==> config.mk <==
export PLATFORM = sky130hd
export DESIGN_NAME = dpram_stream_reader_flat
export DESIGN_NICKNAME = d
export VERILOG_FILES = /design/src/rtl/dpram_stream_reader_if.sv /design/src/rtl/dpram_stream_reader.sv /design/src/flat_wrapper.sv
export SDC_FILE = /design/constraint.sdc
export NUM_CORES = 1
export LEC_CHECK = 0
export CAP_MARGIN = 10
export CORE_UTILIZATION = 45
export CTS_CLUSTER_DIAMETER = 150
export CTS_CLUSTER_SIZE = 10
export DETAILED_ROUTE_END_ITERATION = 7
export GPL_TIMING_DRIVEN = 0
export PLACE_DENSITY = 0.7
export SLEW_MARGIN = 0
export SYNTH_ARGS = -nofsm -noshare
export SYNTH_HDL_FRONTEND = slang
export SYNTH_SLANG_ARGS = --single-unit
==> constraint.sdc <==
create_clock -name clk -period 3.4 [get_ports clk]
set_input_delay 0.85 -clock clk [delete_from_list [all_inputs] [get_ports clk]]
set_output_delay 0.85 -clock clk [all_outputs]
set_load 0.005 [all_outputs]
==> src/rtl/dpram_stream_reader_if.sv <==
// Bundle of the burst-control, RAM read-port and output-stream signals of
// dpram_stream_reader. The reader takes the master view; the environment
// (burst requester, RAM and stream consumer) takes the slave view.
interface dpram_stream_reader_if #(
    parameter int DATA_WIDTH = 8,
    parameter int ADDR_WIDTH = 9
);
    logic                  start;
    logic [ADDR_WIDTH-1:0] start_addr;
    logic [ADDR_WIDTH:0]   length;
    logic                  busy;
    logic                  done;
    logic                  ram_re;
    logic [ADDR_WIDTH-1:0] ram_raddr;
    logic [DATA_WIDTH-1:0] ram_rdata;
    logic [DATA_WIDTH-1:0] m_data;
    logic                  m_valid;
    logic                  m_ready;

    modport master (
        input  start, start_addr, length, ram_rdata, m_ready,
        output busy, done, ram_re, ram_raddr, m_data, m_valid
    );

    modport slave (
        output start, start_addr, length, ram_rdata, m_ready,
        input  busy, done, ram_re, ram_raddr, m_data, m_valid
    );
endinterface

==> src/rtl/dpram_stream_reader.sv <==
// Burst read controller for the dpram read port. Issues sequential reads,
// realigns the RAM read latency with a re shift register and streams the
// words out through a 4-entry FIFO. Reads are only issued while the words
// already owed (in flight plus buffered) stay within the FIFO depth, so the
// capture side never has to stall and no read data is dropped.
module dpram_stream_reader #(
    parameter int DATA_WIDTH = 8,
    parameter int ADDR_WIDTH = 9,
    parameter int RD_LATENCY = 2
) (
    input  logic                  clk,
    input  logic                  rst_n,
    dpram_stream_reader_if.master bus
);
    typedef enum logic [1:0] {IDLE, READ, DRAIN} state_t;

    state_t                state, state_nx;
    logic [ADDR_WIDTH-1:0] addr_q;
    logic [ADDR_WIDTH:0]   remain_q;
    logic                  ram_re_q;
    logic [ADDR_WIDTH-1:0] ram_raddr_q;
    logic                  done_q, done_nx;
    logic [RD_LATENCY-1:0] re_pipe_p;
    logic [DATA_WIDTH-1:0] fifo_mem [4];
    logic [1:0]            wr_ptr, rd_ptr;
    logic [2:0]            fifo_count;
    logic                  issue, load, capture, pop;
    logic [ADDR_WIDTH-1:0] issue_addr;
    logic [3:0]            occ;

    assign capture       = re_pipe_p[RD_LATENCY-1];
    assign bus.m_valid   = (fifo_count != 3'd0);
    assign pop           = bus.m_valid & bus.m_ready;
    assign bus.m_data    = (fifo_count != 3'd0) ? fifo_mem[rd_ptr] : '0;
    assign bus.busy      = (state != IDLE);
    assign bus.done      = done_q;
    assign bus.ram_re    = ram_re_q;
    assign bus.ram_raddr = ram_raddr_q;

    // Words owed after this edge (buffered + in flight), before any new issue
    always_comb begin
        occ = {1'b0, fifo_count} + {3'b0, ram_re_q};
        for (int i = 0; i < RD_LATENCY; i++) begin
            occ = occ + {3'b0, re_pipe_p[i]};
        end
        occ = occ - {3'b0, pop};
    end

    // Next-state, read issue and completion decode
    always_comb begin
        state_nx   = state;
        issue      = 1'b0;
        load       = 1'b0;
        issue_addr = addr_q;
        done_nx    = 1'b0;
        case (state)
            IDLE: begin
                if (bus.start) begin
                    if (bus.length == '0) begin
                        done_nx = 1'b1;
                    end else begin
                        issue      = 1'b1;
                        load       = 1'b1;
                        issue_addr = bus.start_addr;
                        state_nx   = (bus.length == (ADDR_WIDTH+1)'(1)) ? DRAIN : READ;
                    end
                end
            end
            READ: begin
                if (occ < 4'd4) begin
                    issue = 1'b1;
                    if (remain_q == (ADDR_WIDTH+1)'(1)) state_nx = DRAIN;
                end
            end
            DRAIN: begin
                if (occ == 4'd0) begin
                    state_nx = IDLE;
                    done_nx  = 1'b1;
                end
            end
            default: state_nx = IDLE;
        endcase
    end

    // Control state, registered RAM read port and latency-alignment pipe
    always_ff @(posedge clk or negedge rst_n) begin
        if (!rst_n) begin
            state       <= IDLE;
            done_q      <= 1'b0;
            ram_re_q    <= 1'b0;
            ram_raddr_q <= '0;
            addr_q      <= '0;
            remain_q    <= '0;
            re_pipe_p   <= '0;
        end else begin
            state        <= state_nx;
            done_q       <= done_nx;
            ram_re_q     <= issue;
            if (issue) ram_raddr_q <= issue_addr;
            re_pipe_p[0] <= ram_re_q;
            for (int i = 1; i < RD_LATENCY; i++) begin
                re_pipe_p[i] <= re_pipe_p[i-1];
            end
            if (load) begin
                addr_q   <= bus.start_addr + 1'b1;
                remain_q <= bus.length - 1'b1;
            end else if (issue) begin
                addr_q   <= addr_q + 1'b1;
                remain_q <= remain_q - 1'b1;
            end
        end
    end

    // FIFO pointers and occupancy; push and pop together keep the count
    always_ff @(posedge clk or negedge rst_n) begin
        if (!rst_n) begin
            wr_ptr     <= '0;
            rd_ptr     <= '0;
            fifo_count <= '0;
        end else begin
            if (capture) wr_ptr <= wr_ptr + 1'b1;
            if (pop)     rd_ptr <= rd_ptr + 1'b1;
            case ({capture, pop})
                2'b10:   fifo_count <= fifo_count + 1'b1;
                2'b01:   fifo_count <= fifo_count - 1'b1;
                default: fifo_count <= fifo_count;
            endcase
        end
    end

    // FIFO storage: capture RAM data when the aligned re strobe emerges
    always_ff @(posedge clk) begin
        if (capture) fifo_mem[wr_ptr] <= bus.ram_rdata;
    end
endmodule

==> src/flat_wrapper.sv <==
// flat-port wrapper written by rule: the top's interface ports become plain ports
module dpram_stream_reader_flat 
#(
    parameter int DATA_WIDTH = 8,
    parameter int ADDR_WIDTH = 9,
    parameter int RD_LATENCY = 2
)
  (clk, rst_n, bus_start, bus_start_addr, bus_length, bus_ram_rdata, bus_m_ready, bus_busy, bus_done, bus_ram_re, bus_ram_raddr, bus_m_data, bus_m_valid);
  dpram_stream_reader_if #(.DATA_WIDTH(DATA_WIDTH), .ADDR_WIDTH(ADDR_WIDTH)) bus_i ();
  input  logic clk;
  input  logic rst_n;
  input wire logic [$bits(bus_i.start)-1:0] bus_start;
  input wire logic [$bits(bus_i.start_addr)-1:0] bus_start_addr;
  input wire logic [$bits(bus_i.length)-1:0] bus_length;
  input wire logic [$bits(bus_i.ram_rdata)-1:0] bus_ram_rdata;
  input wire logic [$bits(bus_i.m_ready)-1:0] bus_m_ready;
  output wire logic [$bits(bus_i.busy)-1:0] bus_busy;
  output wire logic [$bits(bus_i.done)-1:0] bus_done;
  output wire logic [$bits(bus_i.ram_re)-1:0] bus_ram_re;
  output wire logic [$bits(bus_i.ram_raddr)-1:0] bus_ram_raddr;
  output wire logic [$bits(bus_i.m_data)-1:0] bus_m_data;
  output wire logic [$bits(bus_i.m_valid)-1:0] bus_m_valid;
  assign bus_i.start = bus_start;
  assign bus_i.start_addr = bus_start_addr;
  assign bus_i.length = bus_length;
  assign bus_i.ram_rdata = bus_ram_rdata;
  assign bus_i.m_ready = bus_m_ready;
  assign bus_busy = bus_i.busy;
  assign bus_done = bus_i.done;
  assign bus_ram_re = bus_i.ram_re;
  assign bus_ram_raddr = bus_i.ram_raddr;
  assign bus_m_data = bus_i.m_data;
  assign bus_m_valid = bus_i.m_valid;
  dpram_stream_reader #(.DATA_WIDTH(DATA_WIDTH), .ADDR_WIDTH(ADDR_WIDTH), .RD_LATENCY(RD_LATENCY)) u_core (.clk(clk), .rst_n(rst_n), .bus(bus_i));
endmodule
==> impl_results.md, run 1 <==
- Outcome: complete, no violations
- Hpwl dp: roughly 5800 um
- Worst skew pair latency: between 0.3 and 0.4 ns
- Layout cells sized above 1: 0.214
- Global route hottest layer: met2
- Die area: 0.00902 mm2
- Yosys reg bits: 73
- Clock root buffer: clkbuf_8
- Cts bufs inserted: 9
- Number of global-route vias before repair: ~3000
- Area Growth Syn to Fin: 33.0%
- Met1 Use GR: 0.260
- Netlist cell types: 56
- Clock buffer depth: 2
- Vias post-DR: roughly 2900
- DR iter-0 viols: 83
- Final Critical Period: 3.40 ns
- IO Pins: between 50 and 60
- CP max stage cell: fa_2
- Syn Area/Cell: 11.4 um2
- Overall Global Routing Usage: 0.208
- Leakage power: roughly 2 nW
- Worst Path Max Fanout: 8
- CP cell instances: clkbuf_2 -> and2_4 -> ha_4 -> fa_1 -> inv_2 -> ha_4 -> inv_2 -> fa_2 -> xnor2_4 -> nor2_4 -> o21ai_4 -> buf_6 -> buf_6 -> o21a_1 -> o31a_1
- Arrival time worst endpoint: around 3.6 ns
- Post-Route Skew: between 0.006 and 0.007 ns
- Max Slew Vio Count: 0
- Post-route cell area: between 0.005 and 0.006 mm2
- Cts-stage hold buffer count: 0
- Mapped cell area: a little under 0.004 mm2
- WL/cell: about 16 um
- Post-Route WL: 8510 um
- Max-slew headroom: 0.616
- Core Area: 0.00830 mm2
- Worst hold path type: flop to flop
- Area after DPL: 0.00459 mm2
- Nature of the critical path endpoint: flop
- Pwr dens: between 900 and 1000 mW/mm2
- Initial cell density of the core: 0.469
- Fillers: between 600 and 700
- Synth area leaders: dfrtp_1 (26%), edfxtp_1 (25%), ha_1 (5.1%)
- H-Tree Depth: 3
- Syn_nets: 391
- Total Nets Final: approximately 480
- Dominant synthesized flop cell: dfrtp_1
- Worst stage delay on the critical path: 0.43 ns
- Final setup viols: 0
- # diodes: 0
- Synth Instances: between 300 and 400
- Worst setup SP type: input port
- Crit path kind: input port to flop
- Final hold vios: 0
- Met2 Track Usage GR: 0.346
- Buffers on Ports: between 50 and 60
- Worst VDD drop: just under 0.0005 V
- RSZ-0062 raised after global routing: yes
- Fin crit share: 0.999
- Initial DRT Pass Iterations: 4
- Placer Congestion: 0.873
- Synth top cells by count: dfrtp_1 (41), edfxtp_1 (32), nand2_1 (27), nor2_1 (25), a21oi_1 (22)
- Routed Antenna Nets: 0
- Maximum number of pins on one net before global-route repair: 23
- Utilization after layout: 0.624
- Setup TNS Final: 0 ns
- FF+latch area: just under 0.002 mm2
- Critical Path RT: between 3 and 4 ns
- Initial antenna violation count: 0
- Worst-path clk slew: 0.08 ns
- Vias per cell: around 5.4
- Grt total ovfl: 0
- Max cap viols: 0
- Die width: ~95 um
- Synth area leader: dfrtp_1
- Sequential share of the synthesized area: 0.511
- DRC violations left: 0
- Grt met3 use: 0.0386
- Top cell type's share of synthesized area: 0.264
- Worst Tran Pin Value: around 0.57 ns
- First-pass GRT wire length: about 14000 um
- Post-synth EDFFs: 32
- Sink Count: 73
- Syn. warnings: 0
- Die Ht: about 95 um
- Most numerous cell in the Yosys netlist: dfrtp_1
- Synth async-reset ratio: 0.562
- CTS tree: yes
- Site row count: 33
- Multi-input logic area: ~0.0019 mm2
- Fmax: 294 MHz
==> logic make-up (layout without fill, tap and decap cells) <==
kind of cell             Yosys count  in the layout  synth area share
AO/OA/AOI/OAI                     61             61             0.102
flip-flops                        73             73             0.511
buffers and inverters             33            122            0.0367
AND/OR/NAND/NOR                  110            110             0.152
XOR/XNOR                          31             31            0.0698
adder cells (fa/ha/maj)           19             19            0.0669
multiplexers                      14             14            0.0621
==> cell type report <==
class,instances,share of cell area
timing repair buffer,73,0.133
clock inverter,7,0.0276
clock buffer,9,0.0239
multi-input combinational,235,0.373
tap,105,0.0254
sequential,73,0.384
buffer,12,0.0176
inverter,21,0.0152
==> report_power, final <==
group          internal (W)  switching (W)
Clock              0.000563       0.000341
Combinational       0.00139        0.00133
Sequential          0.00123       0.000234
==> layer usage <==
| layer | wire length [um] | share of wire |
|---|---|---|
| met1 | 3800 | 0.45 |
| met2 | 4200 | 0.49 |
| met3 | 315 | 0.037 |
| met4 | 188 | 0.022 |
| met5 | 0 | 0 |
==> metrics by stage <==
step | hold WS, ns | setup slack [ns] | power (W) | std cells
2_1_floorplan | 0.354 | -0.0419 | 0.00295 | 341
3_5_place_dp | 0.365 | -0.985 | 0.00370 | 498
5_1_grt | 0.401 | -0.0636 | 0.00548 | 535
3_3_place_gp | 0.368 | -0.955 | 0.00363 | 497
6_report | 0.392 | 0.00316 | 0.00509 | 535
4_1_cts | 0.389 | 0.00110 | 0.00493 | 523
==> critical path, delay by kind of cell <==
family | cells | cell delay, ns
xor+xnor | 1 | 0.18
fa+ha+maj | 4 | 1.25
compound gates | 3 | 0.56
simple gates | 2 | 0.31
buf+inv | 5 | 0.49
==> placed cells by master (no fill, tap or decap), types with 9 or more instances in the layout <==
cell	count
a21oi_1	22
xor2_1	16
nand2_1	26
o21ai_0	9
edfxtp_1	32
ha_1	13
dfrtp_1	41
xnor2_1	14
nor2_1	24
clkbuf_8	9
clkdlybuf4s50_1	46
buf_4	21
inv_1	16
and2_1	12
==> path summary, 6_finish.rpt <==
| kind | start | endpoint | slack (ns) | cells after the start |
|---|---|---|---|---|
| hold / removal | u_core.re_pipe_p[0] | u_core.re_pipe_p[1] | 0.39 | 0 |
| setup / recovery | bus_m_ready | u_core.addr_q[4] | 0.003 | 15 |
| setup reg to reg | u_core.fifo_count[0] | u_core.addr_q[4] | 0.04 | 16 |
| hold reg to reg | u_core.re_pipe_p[0] | u_core.re_pipe_p[1] | 0.39 | 0 |
| max in group asynchronous | rst_n | u_core.fifo_count[2] | 2.45 | 2 |
| min in group asynchronous | rst_n | u_core.bus.ram_raddr[1] | 0.46 | 1 |
==> sequential cells by signal, indices dropped and copies added, names as in the netlist <==
register / flops
u_core.addr_q: 9
u_core.bus.done: 1
u_core.bus.ram_raddr: 9
u_core.bus.ram_re: 1
u_core.fifo_count: 3
u_core.fifo_mem: 32
u_core.rd_ptr: 2
u_core.re_pipe_p: 2
u_core.remain_q: 10
u_core.state: 2
u_core.wr_ptr: 2
==> what timing repair did <==
action / 4_1_cts / 5_1_grt
gates resized for setup: 28 / 15
buffers inserted: 9 / 12
pin swaps: 11 / 12
endpoints found under the setup margin: 29 / 25
Note: power is estimated with default switching activity, not from simulation.
==> inputs of run 2 (changes only) <==
Settings changed: GPL_ROUTABILITY_DRIVEN set to 0.
==> results of run 2 <==
No change in the layout: final DEF, timing and power equal those of run 1.
==> inputs of run 3 (changes only) <==
Settings changed: SLEW_MARGIN 0 to 40.
==> run 3 against run 2 <==
Effect of this change:
- first-iteration DRC count increased by 7.2%
- sequential share of layout area increased by 0.63 points
- non-clock buffer count down 5
- die area did not move
- clock-buffer cell count rose by 2
- cell count down 0.75%
- critical endpoint is now u_core.remain_q[7]
- largest cell class unchanged
==> impl_results.md, run 3 (same netlist as run 1, synthesis figures left out) <==
- Commonest non-fill, non-tap cells in the layout: clkdlybuf4s50_1 (46), dfrtp_1 (41), edfxtp_1 (32)
- Worst setup SP type: input port
- Area Growth Syn to Fin: 30.9%
- Routed Antenna Nets: 0
- Total power draw: a little under 0.005 W
- Fmax: 302 MHz
- Total Nets Final: between 400 and 500
- Crit path max-delay family: adder cells
- DRC violations left: 0
- # diodes: 0
- Crit path kind: input port to flop
- Fillers: 673
- CP cell instances: clkbuf_2 -> and2_4 -> ha_4 -> fa_1 -> inv_2 -> ha_4 -> inv_2 -> fa_2 -> xnor2_4 -> nor2_4 -> o21ai_4 -> or4b_1 -> o211ai_1
- Worst Path Max Fanout: 5
- Fin crit share: 0.973
- CTS tree: yes
- Buffers on Ports: 51
- Worst hold path type: flop to flop
- Core Area: ~0.0083 mm2
- Post-Route Skew: 0.00974 ns
- Sink Count: between 70 and 80
- Utilization after layout: 0.613
- Final hold vios: 0
- Hpwl dp: between 5000 and 6000 um
- Site row count: 33
- Layout cells sized above 1: 0.209
- WL/cell: between 15 and 20 um
- Worst skew pair latency: 0.35 ns
- Die Ht: ~95 um
- Max cap viols: 0
- Max-slew headroom: 0.571
- Outcome: complete, no violations
- Worst Path Buf+Inv: 3
- Worst Tran Pin Value: 0.639 ns
- Nature of the critical path endpoint: flop
- Pwr dens: 963 mW/mm2
- RSZ-0062 raised after global routing: yes
- Number of global-route vias before repair: 2884
- Die area: 0.00902 mm2
- Final setup viols: 0
- H-Tree Depth: 3
- Initial DRT Pass Iterations: 4
- Overall Global Routing Usage: 0.206
- Vias post-DR: between 2000 and 3000
- Post-Route WL: 8420 um
- Clock buffer depth: 2
- Worst-path clk slew: 0.08 ns
- IO Pins: between 50 and 60
- Initial cell density of the core: 0.469
- PnR worst setup slack: 0.0906 ns
- First-pass GRT wire length: around 14000 um
- Most common cell after layout, fill and taps aside: clkdlybuf4s50_1
- Maximum number of pins on one net before global-route repair: 42
- Reg with most FFs: u_core.fifo_mem
- DR iter-0 viols: 89
- Worst stage delay on the critical path: ~0.54 ns
- Leakage power: ~2.0 nW
- Max Slew Vio Count: 0
- Worst slack, placed: -0.946 ns
- Critical Path RT: ~3.7 ns
- Arrival time worst endpoint: roughly 3.6 ns
- Initial antenna violation count: 0
- Biggest regs: u_core.fifo_mem x32, u_core.remain_q x10
- Final Critical Period: around 3.3 ns
- Die width: 95.0 um
- Worst VDD drop: ~0.00043 V
- Cts bufs inserted: 9
- Max reg flops: 32
- Grt total ovfl: 0
- Clock root buffer: clkbuf_8
- CP max stage cell: or4b_1
- Vias per cell: about 5.5
[run 3: where the power goes]
part / internal, W / leakage, nW / switching [W]
clock network: 0.000432 / 0.106 / 0.000335
logic: 0.00134 / 1.11 / 0.00132
registers: 0.00123 / 0.774 / 0.000238
total: 0.00301 / 1.99 / 0.00190
[run 3: layer usage]
layer  track usage  vias to the layer above  wire length, um
li1              -                     1396                -
met1         0.259                     1437             3680
met2         0.345                       53             4260
met3        0.0427                       13              315
met4        0.0884                        0              164
met5             0                        -                0
[run 3: per-stage QoR]
stage	hold slack, ns	instances	cell area (um2)	setup TNS (ns)
final	0.383	531	5090	0
after floorplan	0.354	341	3930	-0.0671
after CTS	0.385	523	4980	0
after global placement	0.368	497	4570	-18.73
after detailed placement	0.365	497	4570	-20.23
after global routing	0.394	531	5090	-0.0903
[run 3: layout make-up]
type                    instances  area, um2  area share
plain buffers                  12       87.6      0.0172
inverters                      21       78.8      0.0155
well taps                     105        131      0.0258
clock inverters                 5       80.1      0.0157
multi-input cells             236       1960       0.384
clock buffers                  11        141      0.0278
flip-flops and latches         73       1990       0.390
repair buffers                 68        628       0.123
[run 3: final timing paths]
kind                                       from                  end  slack (ns)  cells past startpoint
setup / recovery                    bus_m_ready   u_core.remain_q[7]        0.09                     13
hold / removal              u_core.re_pipe_p[0]  u_core.re_pipe_p[1]        0.38                      0
setup reg to reg           u_core.fifo_count[0]   u_core.remain_q[7]        0.11                     14
hold reg to reg             u_core.re_pipe_p[0]  u_core.re_pipe_p[1]        0.38                      0
max in group asynchronous                 rst_n   u_core.remain_q[2]        2.55                      1
min in group asynchronous                 rst_n   u_core.remain_q[5]        0.47                      1
[run 3: repair_timing]
item / 4_1_cts / 5_1_grt
setup endpoints to repair: 29 / 26
pin swaps: 10 / 13
hold buffers: 0 / 0
cloned: 2 / 0
resized for setup: 29 / 10
buffers inserted: 8 / 8
